==> src/rtl/div4_restoring.sv <==
// ---------------------------------------------------------------------------
// div4_restoring
//
// Sequential unsigned restoring divider. It is the subtractive counterpart of
// the 4-bit lookahead adder. It produces one quotient bit per clock by trial
// subtraction. Operation uses a single start/done handshake.
//
// Parameters:
//   WIDTH        operand/result width and iteration count (legal 2..8)
//
// Ports:
//   clk          rising-edge clock
//   rst          synchronous, active-high reset (priority over all inputs)
//   start        operation request, sampled only in IDLE
//   dividend     unsigned dividend, sampled on the accepting edge
//   divisor      unsigned divisor, sampled on the accepting edge
//   busy         high while iterating (RUN state)
//   done         one-cycle pulse, high while results first become valid
//   quotient     result quotient, held until the next completed operation
//   remainder    result remainder, held until the next completed operation
//   div_by_zero  set with done when divisor == 0, cleared on next accept
//
// Optional feature (macro DIV_EARLY_EXIT_EN):
//   When defined, an accepted operation with divisor != 0 and
//   dividend < divisor skips the iterations. It goes straight to DONE with
//   quotient = 0 and remainder = dividend. Results match the default build;
//   only the latency differs.
// ---------------------------------------------------------------------------
module div4_restoring #(
    parameter int WIDTH = 4
) (
    input  logic             clk,
    input  logic             rst,
    input  logic             start,
    input  logic [WIDTH-1:0] dividend,
    input  logic [WIDTH-1:0] divisor,
    output logic             busy,
    output logic             done,
    output logic [WIDTH-1:0] quotient,
    output logic [WIDTH-1:0] remainder,
    output logic             div_by_zero
);

    localparam logic [1:0] S_IDLE = 2'd0;
    localparam logic [1:0] S_RUN  = 2'd1;
    localparam logic [1:0] S_DONE = 2'd2;

    localparam int            CW         = $clog2(WIDTH);
    localparam logic [CW-1:0] LAST_COUNT = CW'(WIDTH - 1);

    logic [1:0]       r_state;
    logic [WIDTH:0]   r_rem;        // partial remainder, one guard bit wide
    logic [WIDTH-1:0] r_q;          // dividend bits shifting out, quotient bits in
    logic [WIDTH-1:0] r_divisor;
    logic [CW-1:0]    r_count;
    logic [WIDTH-1:0] r_quotient;
    logic [WIDTH-1:0] r_remainder;
    logic             r_dbz;

    logic [2*WIDTH:0] w_shift;
    logic [WIDTH:0]   w_rshift;
    logic [WIDTH:0]   w_trial;
    logic             w_fits;
    logic [WIDTH:0]   w_rem_next;
    logic [WIDTH-1:0] w_q_next;
    logic             w_last;
    logic             w_short_path;

    // One restoring step: shift {R,Q} left, then trial-subtract the divisor.
    // The partial remainder is always below the divisor. So the shifted value
    // fits in WIDTH+1 bits, and the MSB of the trial difference is a clean
    // borrow flag.
    assign w_shift    = {r_rem, r_q} << 1;
    assign w_rshift   = w_shift[2*WIDTH:WIDTH];
    assign w_trial    = w_rshift - {1'b0, r_divisor};
    assign w_fits     = ~w_trial[WIDTH];
    assign w_rem_next = w_fits ? w_trial : w_rshift;
    assign w_q_next   = w_shift[WIDTH-1:0] | {{(WIDTH-1){1'b0}}, w_fits};
    assign w_last     = (r_count == '0);

    // Accepted operations whose result is known without iterating.
`ifdef DIV_EARLY_EXIT_EN
    assign w_short_path = (divisor == '0) || (dividend < divisor);
`else
    assign w_short_path = (divisor == '0);
`endif

    // NOTE: all state below is written with non-blocking assignments, so
    // every branch reads the pre-edge values of r_rem/r_q/r_count.
    always_ff @(posedge clk) begin
        if (rst) begin
            r_state     <= S_IDLE;
            r_rem       <= '0;
            r_q         <= '0;
            r_divisor   <= '0;
            r_count     <= '0;
            r_quotient  <= '0;
            r_remainder <= '0;
            r_dbz       <= 1'b0;
        end else begin
            case (r_state)
                S_IDLE: begin
                    if (start) begin
                        r_divisor <= divisor;
                        r_q       <= dividend;
                        r_rem     <= '0;
                        r_count   <= LAST_COUNT;
                        if (w_short_path) begin
                            // Divide by zero reports all-ones. A dividend
                            // smaller than the divisor gives quotient 0.
                            // In both cases the remainder is the dividend.
                            r_state     <= S_DONE;
                            r_quotient  <= (divisor == '0) ? {WIDTH{1'b1}} : '0;
                            r_remainder <= dividend;
                            r_dbz       <= (divisor == '0);
                        end else begin
                            r_state <= S_RUN;
                            r_dbz   <= 1'b0;
                        end
                    end
                end
                S_RUN: begin
                    r_rem   <= w_rem_next;
                    r_q     <= w_q_next;
                    r_count <= r_count - CW'(1);
                    if (w_last) begin
                        // Results are captured on the edge entering DONE,
                        // so they become valid together with done.
                        r_state     <= S_DONE;
                        r_quotient  <= w_q_next;
                        r_remainder <= w_rem_next[WIDTH-1:0];
                    end
                end
                S_DONE: begin
                    r_state <= S_IDLE;
                end
                default: begin
                    r_state <= S_IDLE;
                end
            endcase
        end
    end

    assign busy        = (r_state == S_RUN);
    assign done        = (r_state == S_DONE);
    assign quotient    = r_quotient;
    assign remainder   = r_remainder;
    assign div_by_zero = r_dbz;

endmodule

==> config.mk <==
export PLATFORM = sky130hd
export DESIGN_NAME = div4_restoring
export DESIGN_NICKNAME = d
export VERILOG_FILES = /design/src/rtl/div4_restoring.sv
export SDC_FILE = /design/constraint.sdc
export NUM_CORES = 1
export LEC_CHECK = 0
export ABC_AREA = 1
export CELL_PAD_IN_SITES_DETAIL_PLACEMENT = 0
export CELL_PAD_IN_SITES_GLOBAL_PLACEMENT = 1
export CORE_AREA = 2 2 64 66
export CTS_CLUSTER_DIAMETER = 150
export DETAILED_ROUTE_END_ITERATION = 16
export DIE_AREA = 0 0 66 68
export GPL_TIMING_DRIVEN = 0
export PLACE_DENSITY = 0.8
export SETUP_SLACK_MARGIN = 0.4
export SYNTH_ARGS = -nofsm -noshare
export SYNTH_HDL_FRONTEND = slang
export SYNTH_SLANG_ARGS = --single-unit
==> constraint.sdc <==
create_clock -name clk -period 2 [get_ports clk]
set_clock_uncertainty 0.2 [all_clocks]
set_input_delay 0.3 -clock clk [delete_from_list [all_inputs] [get_ports clk]]
set_output_delay 0.3 -clock clk [all_outputs]
set_load 0.02 [all_outputs]
==> After elaboration in Yosys (flattened, before gate mapping) <==
Index checks and enable logic that the tools add are counted.
{ "word_totals": {"reg_bits": 25, "inputBits": 11, "output_inout_bits": 11, "wordCells": 45} }
{ "op_classes": {"addsub": 2, "n_eq_ne": 5, "muxes": 20, "bitwise_logic": 2, "n_reduce_logical": 8} }
{ "op_table": {"columns": ["operator", "n"], "rows": [
  ["$mux W4", 9],
  ["$pmux W4 S2", 4],
  ["$mux W2", 4],
  ["$pmux W2 S2", 2],
  ["$reduce_and A2 Y1", 3],
  ["$sub A5 B4 Y5", 1],
  ["$logic_not A2 Y1", 2],
  ["$logic_not A4 Y1", 1],
  ["$ne A2 B2 Y1 const B", 2],
  ["$or A4 B1 Y4", 1],
  ["$reduce_and A4 Y1", 1],
  ["$eq A2 B1 Y1 const B", 1],
  ["$eq A2 B2 Y1 const B", 1],
  ["$ne A2 B1 Y1 const B", 1],
  ["$reduce_bool A2 Y1", 1],
  ["$sub A2 B1 Y2 const B", 1],
  ["$mux W1", 1],
  ["$not A1 Y1", 1]
]} }

==> Depth between registers and ports, before layout <==
Gate-level depths: netlist of the first run.
{ "logic_depth": {"depth_word": 5, "depth_mapped": 12, "ltp_nobuf": 12} }

==> Least setup slack after synthesis of the first run <==
No wires, ideal clock.
{ "synth_path": {"path_kind": "flip-flop to flip-flop", "startpoint": "reg r_q[3]", "endpoint": "reg r_rem[3]", "setup_time_ns": 0.109, "arrival_ns": 1.457, "t_required_ns": 1.691, "path_slack_ns": 0.234, "path_stages_with_launch": 13, "n_path_buf": 0, "period_less_slack_ns": 1.766, "path_cell_list": "dfxtp_1 -> inv_1 -> ha_1 -> inv_1 -> fa_1 -> nand2_1 -> nand2_1 -> nand3_1 -> nand2_1 -> nand3_1 -> nand3_1 -> nand2_1 -> inv_1"} }
{ "synth_between": {"elab_chain_len": 3} }
{ "synth_lines": {"columns": ["element", "line_no", "source"], "rows": [
  ["from (decl)", "53", "logic [WIDTH-1:0] r_q;"],
  ["from (signal assigned)", "105", "r_q <= dividend;"],
  ["from (signal assigned)", "124", "r_q <= w_q_next;"],
  ["$sub A5 B4 Y5", "75", "assign w_trial = w_rshift - {1'b0, r_divisor};"],
  ["$mux W4", "77", "assign w_rem_next = w_fits ? w_trial : w_rshift;"],
  ["$pmux W4 S2", "101", "case (r_state)"],
  ["to (signal assigned)", "123", "r_rem <= w_rem_next;"],
  ["to (decl)", "52", "logic [WIDTH:0] r_rem;"]
]} }
Every way passes these cells.
A chain may end at the register's enable or synchronous reset.

==> Worst setup path in the final report of the first run <==
{ "layout_path": {"startpoint": "reg r_divisor[0]", "endpoint": "reg r_remainder[0], in the netlist remainder[0]"} }
{ "layout_between": {"elab_chain_len": 4} }
{ "layout_lines": {"columns": ["element", "line_no", "source"], "rows": [
  ["from (decl)", "54", "logic [WIDTH-1:0] r_divisor;"],
  ["from (signal assigned)", "104", "r_divisor <= divisor;"],
  ["$sub A5 B4 Y5", "75", null],
  ["$mux W4", "77", null],
  ["$mux W4", "126", "if (w_last) begin"],
  ["$pmux W4 S2", "101", null],
  ["to (signal assigned)", "114", "r_remainder <= dividend;"],
  ["to (signal assigned)", "131", "r_remainder <= w_rem_next[WIDTH-1:0];"],
  ["to (decl)", "57", "logic [WIDTH-1:0] r_remainder;"]
]} }
Every way passes these cells. The select of a mux whose other input is x is not followed.

==> results of run 1 <==
-- synth_stat cells --
master / instances / share of area
a21oi_1: 10 / 0.037
a21oi_2: 4 / 0.026
a221oi_1: 1 / 0.0065
a31oi_1: 5 / 0.023
buf_2: 1 / 0.0037
buf_4: 1 / 0.0056
buf_6: 4 / 0.033
dfxtp_1: 25 / 0.37
fa_1: 1 / 0.015
ha_1: 5 / 0.047
inv_1: 36 / 0.10
inv_2: 1 / 0.0028
nand2_1: 31 / 0.087
nand2_2: 1 / 0.0047
nand2_8: 1 / 0.015
nand3_1: 23 / 0.086
nand3_4: 1 / 0.013
nor2_1: 18 / 0.050
nor3_1: 1 / 0.0037
o21ai_0: 13 / 0.048
or2_2: 3 / 0.014
xor2_1: 1 / 0.0065
-- layout make-up --
class                           count  area (sq um)  area share
Buffer                              6          65.1      0.0348
Tap cell                           50          62.6      0.0334
Multi-Input combinational cell    119           787       0.421
Timing Repair Buffer               27           260       0.139
Clock inverter                      1          7.51     0.00401
Clock buffer                        3          41.3      0.0221
Sequential cell                    25           503       0.269
Inverter                           37           144      0.0769
-- power by group through the flow --
stage               logic (uW)  registers (uW)  clock network, uW
finish                     653             601                324
global route               729             609                349
CTS                        566             598                333
detailed placement         539             611                  0
global placement           538             611                  0
floorplan                  357             635                  0
-- kinds of logic (layout without fill, tap and decap cells) --
logic type,Yosys count,in the layout,share of synthesized area
AOI/OAI and AO/OA,33,33,0.141
xor gates and xnor gates,1,1,0.00651
adders and majority gates,6,6,0.0614
buffers and inverters,43,74,0.146
DFF,25,25,0.372
and+or+nand+nor,79,79,0.273
-- per-layer routing --
metal | vias to the layer above | track usage | wire length (um)
li1 | 659 | - | -
met1 | 551 | 0.189 | 1520
met2 | 14 | 0.246 | 1480
met3 | 5 | 0.0197 | 86
met4 | 0 | 0.0536 | 47
met5 | - | 0 | 0
-- worst max-delay path, stage by stage (launching register included) --
cell	delay, ps
dfxtp_1	380
ha_4	140
inv_2	40
fa_2	390
nand2_2	80
nand2_2	60
nand3_2	80
nand2_4	90
nand3_2	90
nand3_1	80
nand2_1	70
inv_1	30
-- worst paths after layout --
| path | end | depth (start not counted) |
|---|---|---|
| setup reg to reg | remainder[0] | 11 |
| hold reg to reg | quotient[1] | 2 |
| setup / recovery | remainder[0] | 11 |
| hold / removal | r_state[1] | 2 |
-- metrics by stage --
stage / hold slack [ps] / total power, uW / std cells / setup WS, ps
floorplan: 233 / 993 / 187 / 318
global placement: 233 / 1150 / 257 / 17.1
detailed placement: 234 / 1150 / 257 / 22.7
CTS: 160 / 1500 / 263 / 136
global route: 173 / 1690 / 268 / 68.1
finish: 166 / 1580 / 268 / 175
-- registers in the layout (all words and copies together) (netlist names) --
register	count
quotient	4
r_divisor	4
r_q	4
r_rem	4
remainder	4
r_count	2
r_state	2
div_by_zero	1
-- what timing repair did --
item,CTS,global route
setup buffers,2,4
hold endpoints to repair,0,0
hold buffers,0,0
gates resized for setup,21,28
pin swaps,2,7
setup endpoints to repair,21,16
cloned,0,1
==> results_dict.tcl, run 1 <==
set metrics [dict create \
    timing.max_cap.violations 0 \
    final_min_period_over_clock_period 0.913 \
    vias_per_cell 4.59 \
    numClockSinks 25 \
    mappedNetlistNets 204 \
    yosysWarningCount 0 \
    power-per-cell-area_nw_per_um2 843 \
    power_switching_uw 597 \
    port_buffers 20 \
    clock.fmax_ghz 0.548 \
    internal_power_uw 981 \
    power_switching_share 0.378 \
    grt_util_all_layers 0.145 \
    drt-pass1-iter-count 4 \
    reg_to_reg_critical_path_startpoint "r_divisor[0]" \
    num-nets-final 236 \
    regToRegSetupSlack_ps 170 \
    finalMaxSlewViolations 0 \
    antenna-diode-count 0 \
    core_sq_um 3860 \
    wire_per_inst_um 11.7 \
    detailed_place.area_sq_um 1640 \
    antenna_found_initial 0 \
    cts_root_buffer "clkbuf_8" \
    min-delay-path-class "input pin to register" \
    die_x_um 66 \
    relSlewSlack 0.825 \
    insertion_delay_ps 280 \
    power.leakage_uw 0.000880 \
    critPathArrivalTime_ps 1820 \
    critical_path_class "register to register" \
    tightestPinTransition_ps 263 \
    data_required_time_of_the_critical_path_ps 1990 \
    outcome "complete, no violations" \
    layout.cells.most_common_list "inv_1, nand2_1, dfxtp_1" \
    tritoncts "yes" \
    synth-seq-cells 25 \
    fin_setup_tns_ps 0 \
    top_level_ports 22 \
    fp.dieH_um 68 \
    first_global_vias 1144 \
    start_util 0.349 \
    drt-initial-drc-count 15 \
    clockPowerShare 0.205 \
    clkTransAtPathRegs_ps 100 \
    final_antenna_net_count 0 \
    fraction_of_layout_instances_using_a_drive_strength_above_1 0.284 \
    vdd_ir_drop_max_mv 0.340 \
    syn_to_final_growth_pct 39.1 \
    detailedPlacementHpwl_um 2180 \
    share_seq_of_total_power 0.381 \
    drcViolationCount 0 \
    floorplan.rows 23 \
    gpl.final_weighted_congestion 0.795 \
    hold_viol_final 0 \
    global_route_wire_length_before_repair_um 5020 \
    crit_path_max_fanout 5 \
    summed_area_of_non_filler_cells_in_the_final_layout_sq_um 1870 \
    cts_buffers 3 \
    dr_total_vias 1229 \
    clk_path_buf_depth 2 \
    final_core_utilization 0.485 \
    final.fill_count 401 \
    setup_repair_after_global_routing_missed_its_margin "yes" \
    syn_inst 187 \
    cp-end-kind "register" \
    postSynthAreaPerCell_sq_um 7.19 \
    grt_start_max_net_pins 16 \
    post-route-min-period_ps 1830 \
    syn-cell-area_sq_um 1350 \
    seq_area_frac_synth 0.372 \
    timing.critical_path.from "r_divisor[0]" \
    htree_num_levels 1 \
    detail_route.wirelength_um 3130 \
    layout.cells.most_common "inv_1" \
    setup_viol 0 \
    synth_cell_types 22 \
    floorplan.die_area_sq_um 4490 \
    globalRouteOverflowTotal 0 \
    startpoint_type "register" \
    combinationalPowerShare 0.414 \
    hold_path.startpoint "rst" \
]
Power figures use the tool's default switching activity.
==> run 2: changes to the inputs <==
--- a/config.mk
+++ b/config.mk
@@ -9,11 +9,12 @@
 export CELL_PAD_IN_SITES_DETAIL_PLACEMENT = 0
 export CELL_PAD_IN_SITES_GLOBAL_PLACEMENT = 1
-export CORE_AREA = 2 2 64 66
+export CORE_AREA = 2 2 66 68
 export CTS_CLUSTER_DIAMETER = 150
 export DETAILED_ROUTE_END_ITERATION = 16
-export DIE_AREA = 0 0 66 68
+export DIE_AREA = 0 0 68 70
 export GPL_TIMING_DRIVEN = 0
-export PLACE_DENSITY = 0.8
+export PLACE_DENSITY = 0.79
 export SETUP_SLACK_MARGIN = 0.4
+export SLEW_MARGIN = 10
 export SYNTH_ARGS = -nofsm -noshare
 export SYNTH_HDL_FRONTEND = slang
==> constraint.sdc (replaced) <==
create_clock -name clk -period 1.6 [get_ports clk]
set_clock_uncertainty 0.2 [all_clocks]
set_input_delay 0.16 -clock clk [delete_from_list [all_inputs] [get_ports clk]]
set_output_delay 0.16 -clock clk [all_outputs]
set_load 0.02 [all_outputs]
==> run 2 against run 1 <==
Effect of this change:
- the flow now finishes with violations (setup timing)
- global-route usage shrank 0.060 points
- hold slack lost 130 ps
- wire length rose by 13%
- core utilization rose by 4.8 points
- final cell count increased by 5.6%
- power is 43% higher
==> results_dict.tcl, run 2 (synthesis results as in run 1) <==
set metrics [dict create \
    antenna-diode-count 0 \
    final_min_period_over_clock_period 1.13 \
    gpl.final_weighted_congestion 0.800 \
    path_depth 11 \
    crit_path_max_fanout 5 \
    vdd_ir_drop_max_mv 0.533 \
    antenna_found_initial 0 \
    min_delay_path_depth 2 \
    data_required_time_of_the_critical_path_ps 1560 \
    first_global_vias 1143 \
    core_sq_um 4140 \
    worstRegToRegCells 11 \
    power.leakage_uw 0.000988 \
    layout.cells.most_common_list "inv_1, nand2_1, dfxtp_1" \
    drt-pass1-iter-count 4 \
    critPathArrivalTime_ps 1780 \
    cts_hold_buffers 0 \
    crit_path_cell_trace "inv_2 -> ha_4 -> inv_2 -> fa_2 -> nand2_2 -> nand2_2 -> nand3_2 -> nand2_4 -> buf_4 -> nand2_2 -> a31oi_1" \
    drcViolationCount 0 \
    htree_num_levels 1 \
    outcome "finished with violations" \
    critical_path.max_stage_delay_ps 370 \
    critical_path.most_common_cell "nand2_2" \
    tritoncts "yes" \
    clkTransAtPathRegs_ps 90 \
    globalRouteOverflowTotal 0 \
    port_buffers 20 \
    timing.critical_path.from "r_q[3]" \
    finalMaxSlewViolations 0 \
    numClockSinks 25 \
    cts_buffers 3 \
    global_route_wire_length_before_repair_um 5330 \
    critical_path_class "register to register" \
    crit_slowest_cell "fa_2" \
    hold_viol_final 0 \
    clock.fmax_ghz 0.551 \
    insertion_delay_ps 270 \
    layout.cells.most_common "inv_1" \
    reg_to_reg_critical_path_startpoint "r_q[3]" \
    reg2reg_to "r_q[0]" \
    num-nets-final 249 \
    regToRegSetupSlack_ps -210 \
    floorplan.rows 24 \
    cts_root_buffer "clkbuf_8" \
    vias_per_cell 4.73 \
    fraction_of_layout_instances_using_a_drive_strength_above_1 0.494 \
    syn_to_final_growth_pct 64.2 \
    start_util 0.325 \
    path_buf_inv 3 \
    top_usage_layer "met2" \
    cp-end-kind "register" \
    clk_path_buf_depth 2 \
    tightestPinTransition_ps 313 \
    floorplan.die_area_sq_um 4760 \
    dr_total_vias 1339 \
    worst_hold_slack_ps 34.1 \
    final_core_utilization 0.533 \
    top_level_ports 22 \
    final_antenna_net_count 0 \
    startpoint_type "register" \
    grt_util_all_layers 0.144 \
    met2_resource_use_gr 0.220 \
    met3_usage 0.0242 \
    path_delay_family "adder cells" \
    drt-initial-drc-count 40 \
    detailedPlacementHpwl_um 2250 \
    met1_usage 0.208 \
    die_x_um 68 \
    post-route-min-period_ps 1810 \
    setup_viol 11 \
    final_critical_path_setup_slack_ps -213 \
    wire_per_inst_um 12.5 \
    grt_start_max_net_pins 14 \
    power-per-cell-area_nw_per_um2 1020 \
    crit_path_end "r_q[0]" \
    setup_repair_after_global_routing_missed_its_margin "yes" \
    fp.dieH_um 70 \
    detail_route.wirelength_um 3540 \
    relSlewSlack 0.791 \
    timing.max_cap.violations 0 \
    failed_checks "setup timing" \
    min-delay-path-class "input pin to register" \
]
[run 2: cell count changes in the layout (fill, tap and decap cells not counted), moves of 4 or more]
cell | before | now
a21oi_1 | 10 | 5
a21oi_2 | 4 | 9
buf_2 | 1 | 10
buf_6 | 3 | 8
dfxtp_1 | 23 | 19
dlygate4sd2_1 | 9 | 0
inv_1 | 32 | 28
nand2_1 | 26 | 21
o21ai_0 | 11 | 4
o21ai_2 | 1 | 8
[run 2: repair_timing]
item | in CTS | in global routing
hold endpoints to repair | 0 | 0
endpoints found under the setup margin | 35 | 27
gates resized for setup | 79 | 42
pin swaps | 18 | 8
buffers inserted | 4 | 14
gates cloned | 1 | 1
[run 2: worst min-delay path by stage]
| stage | startpoint | endpoint | slack [ps] |
|---|---|---|---|
| 2_1_floorplan | divisor[0] | r_divisor[0] | 90 |
| 3_3_place_gp | quotient[1] | quotient[1] | 230 |
| 3_5_place_dp | quotient[2] | quotient[2] | 240 |
| 4_1_cts | rst | r_state[0] | 30 |
| 5_1_grt | rst | r_state[1] | 50 |
| 6_report | rst | r_state[0] | 30 |
[run 2: layer usage]
metal,part of all wire,wire [um]
met1,0.45,1590
met5,0,0
met2,0.51,1820
met3,0.030,106
met4,0.0062,22
[run 2: layout make-up]
| class | count | area [sq um] |
|---|---|---|
| tap | 52 | 65.1 |
| fill | 384 | 1940 |
| sequential | 25 | 510 |
| timing repair buffer | 40 | 397 |
| clock buffer | 4 | 45.0 |
| buffer | 6 | 81.3 |
| inverter | 37 | 161 |
| multi-input combinational | 119 | 948 |
[run 2: through the flow]
stage                     cells  power (uW)  instance area (sq um)  worst slack (ps)  TNS [ps]
after floorplan             187        1290                   1440             -82.3      -647
final                       283        2250                   2210              -213     -1990
after global routing        283        2390                   2210              -295     -2910
after global placement      259        1490                   1700              -240     -2350
after CTS                   268        1980                   1880              -256     -2390
after detailed placement    259        1490                   1700              -249     -2470
[run 2: report_power, final]
group	switching, uW	internal, uW
Sequential	53.3	708
Combinational	594	509
Clock	207	178
Total	854	1400
==> run 3: changes to the inputs <==
==> constraint.sdc (replaced) <==
create_clock -name clk -period 1.6 [get_ports clk]
set_clock_uncertainty 0.2 [all_clocks]
set_input_delay 0.32 -clock clk [delete_from_list [all_inputs] [get_ports clk]]
set_output_delay 0.32 -clock clk [all_outputs]
set_load 0.02 [all_outputs]
==> run 3 against run 2 <==
Effect of this change:
- the flow still finishes with violations (setup timing)
- power increased by 4.5%
- final cell count increased by 2.5%
- core utilization increased by 3.4 points
- maximum frequency decreased by 0.47%
- clock power increased by 6.0%
- global-route usage increased by 1.1 points
- largest power group unchanged
- sequential share of layout area decreased by 0.90 points
==> results_dict.tcl, run 3 (synthesis results as in run 1) <==
set metrics [dict create \
    tritoncts "yes" \
    report.power.total_uw 2350 \
    critical_path_class "register to register" \
    start_util 0.325 \
    top_level_ports 22 \
    path_delay_family "adder cells" \
    insertion_delay_ps 280 \
    detailedPlacementHpwl_um 2290 \
    antenna-diode-count 0 \
    sequential_cell_area_sq_um 522 \
    timing.max_cap.violations 0 \
    min_delay_path_depth 2 \
    summed_area_of_non_filler_cells_in_the_final_layout_sq_um 2350 \
    finalMaxSlewViolations 0 \
    clk_path_buf_depth 2 \
    final.fill_count 373 \
    wire_per_inst_um 13.0 \
    final_antenna_net_count 0 \
    drt-initial-drc-count 45 \
    vdd_ir_drop_max_mv 0.529 \
    syn_to_final_growth_pct 74.6 \
    setup_repair_after_global_routing_missed_its_margin "yes" \
    num-nets-final 256 \
    failed_checks "setup timing" \
    detailed_place.area_sq_um 1700 \
    startpoint_type "register" \
    drt-pass1-iter-count 4 \
    first_global_vias 1294 \
    layout.cells.most_common "inv_1" \
    crit_path_cell_trace "inv_2 -> ha_4 -> inv_2 -> fa_2 -> buf_4 -> xor2_2 -> nand3_2 -> nand3_2 -> nand2_1 -> inv_1" \
    cts_buffers 3 \
    relSlewSlack 0.743 \
    vias_per_cell 4.69 \
    tightestPinTransition_ps 384 \
    path_depth 10 \
    globalRouteOverflowTotal 0 \
    cts_root_buffer "clkbuf_8" \
    final_min_period_over_clock_period 1.14 \
    place_ws_ps -353 \
    multiInputGateArea_sq_um 996 \
    critPathArrivalTime_ps 1810 \
    post-route-min-period_ps 1820 \
    drcViolationCount 0 \
    antenna_found_initial 0 \
    detail_route.wirelength_um 3760 \
    die_x_um 68 \
    crit_path_max_fanout 3 \
    clkTransAtPathRegs_ps 100 \
    dr_total_vias 1360 \
    worst_hold_slack_ps 114 \
    core_sq_um 4140 \
    worstRegToRegCells 10 \
    floorplan.die_area_sq_um 4760 \
    floorplan.rows 24 \
    numClockSinks 25 \
    data_required_time_of_the_critical_path_ps 1590 \
    hold_viol_final 0 \
    cp-end-kind "register" \
    dpl.cell_count 259 \
    layout.cells.most_common_list "inv_1, nand2_1, buf_4, buf_6, nand3_2" \
    final_cell_count_without_fillers 290 \
    htree_num_levels 1 \
    path_buf_inv 4 \
    final_critical_path_setup_slack_ps -222 \
    regToRegSetupSlack_ps -220 \
    gpl.final_weighted_congestion 0.810 \
    crit_slowest_cell "fa_2" \
    grt_util_all_layers 0.155 \
    outcome "finished with violations" \
    min-delay-path-class "input pin to register" \
    fraction_of_layout_instances_using_a_drive_strength_above_1 0.571 \
    global_route_wire_length_before_repair_um 5770 \
    port_buffers 20 \
    setup_viol 11 \
    critical_path.max_stage_delay_ps 390 \
    power-per-cell-area_nw_per_um2 1000 \
    power.leakage_uw 0.00104 \
    fp.dieH_um 70 \
    clock.fmax_ghz 0.549 \
    grt_start_max_net_pins 16 \
]
-- run 3: timing repair --
action,in CTS,in global routing
pin swaps,18,21
endpoints found under the setup margin,36,36
gates resized for setup,121,47
hold buffers,0,0
setup buffers,11,14
gates cloned,2,0
-- run 3: area by class of cell --
class	count	area share
Multi-Input combinational cell	119	0.424
Clock inverter	1	0.00320
Timing Repair Buffer	47	0.199
Tap cell	52	0.0277
Sequential cell	25	0.222
Inverter	37	0.0719
Clock buffer	3	0.0176
Buffer	6	0.0341
-- run 3: metrics by stage --
stage	TNS, ps	utilization
floorplan	-641	-
global placement	-3850	0.411
detailed placement	-4140	0.411
CTS	-2380	0.488
global route	-2830	0.567
finish	-2060	0.567
-- run 3: worst reg2reg max path, cell delays in order, from the launching register on --
cell and delay [ps]:
dfxtp_2 340, inv_2 60, ha_4 110, inv_2 40, fa_2 390, buf_4 160
xor2_2 170, nand3_2 100, nand3_2 70, nand2_1 70, inv_1 30
-- run 3: layer usage --
layer	share of wire	vias to the layer above	wire (um)	GRT usage
met5	0	-	0	0
met4	0.020	0	76	0.0578
met3	0.031	9	116	0.0209
met2	0.51	25	1930	0.256
met1	0.44	631	1640	0.202
li1	-	695	-	-
-- run 3: worst paths after layout --
| check | from | endpoint |
|---|---|---|
| worst max-delay path | r_q[3] | remainder[2] |
| worst min-delay path | rst | r_state[1] |
| worst min register to register | r_divisor[2] | r_divisor[2] |
| worst max register to register | r_q[3] | remainder[2] |
-- run 3: report_power, final --
| group | switching (uW) | leakage [uW] | total, uW | internal [uW] |
|---|---|---|---|---|
| Combinational | 620 | 0.000808 | 1170 | 546 |
| Sequential | 62.6 | 0.000212 | 777 | 714 |
| Clock | 231 | 0.0000217 | 408 | 177 |
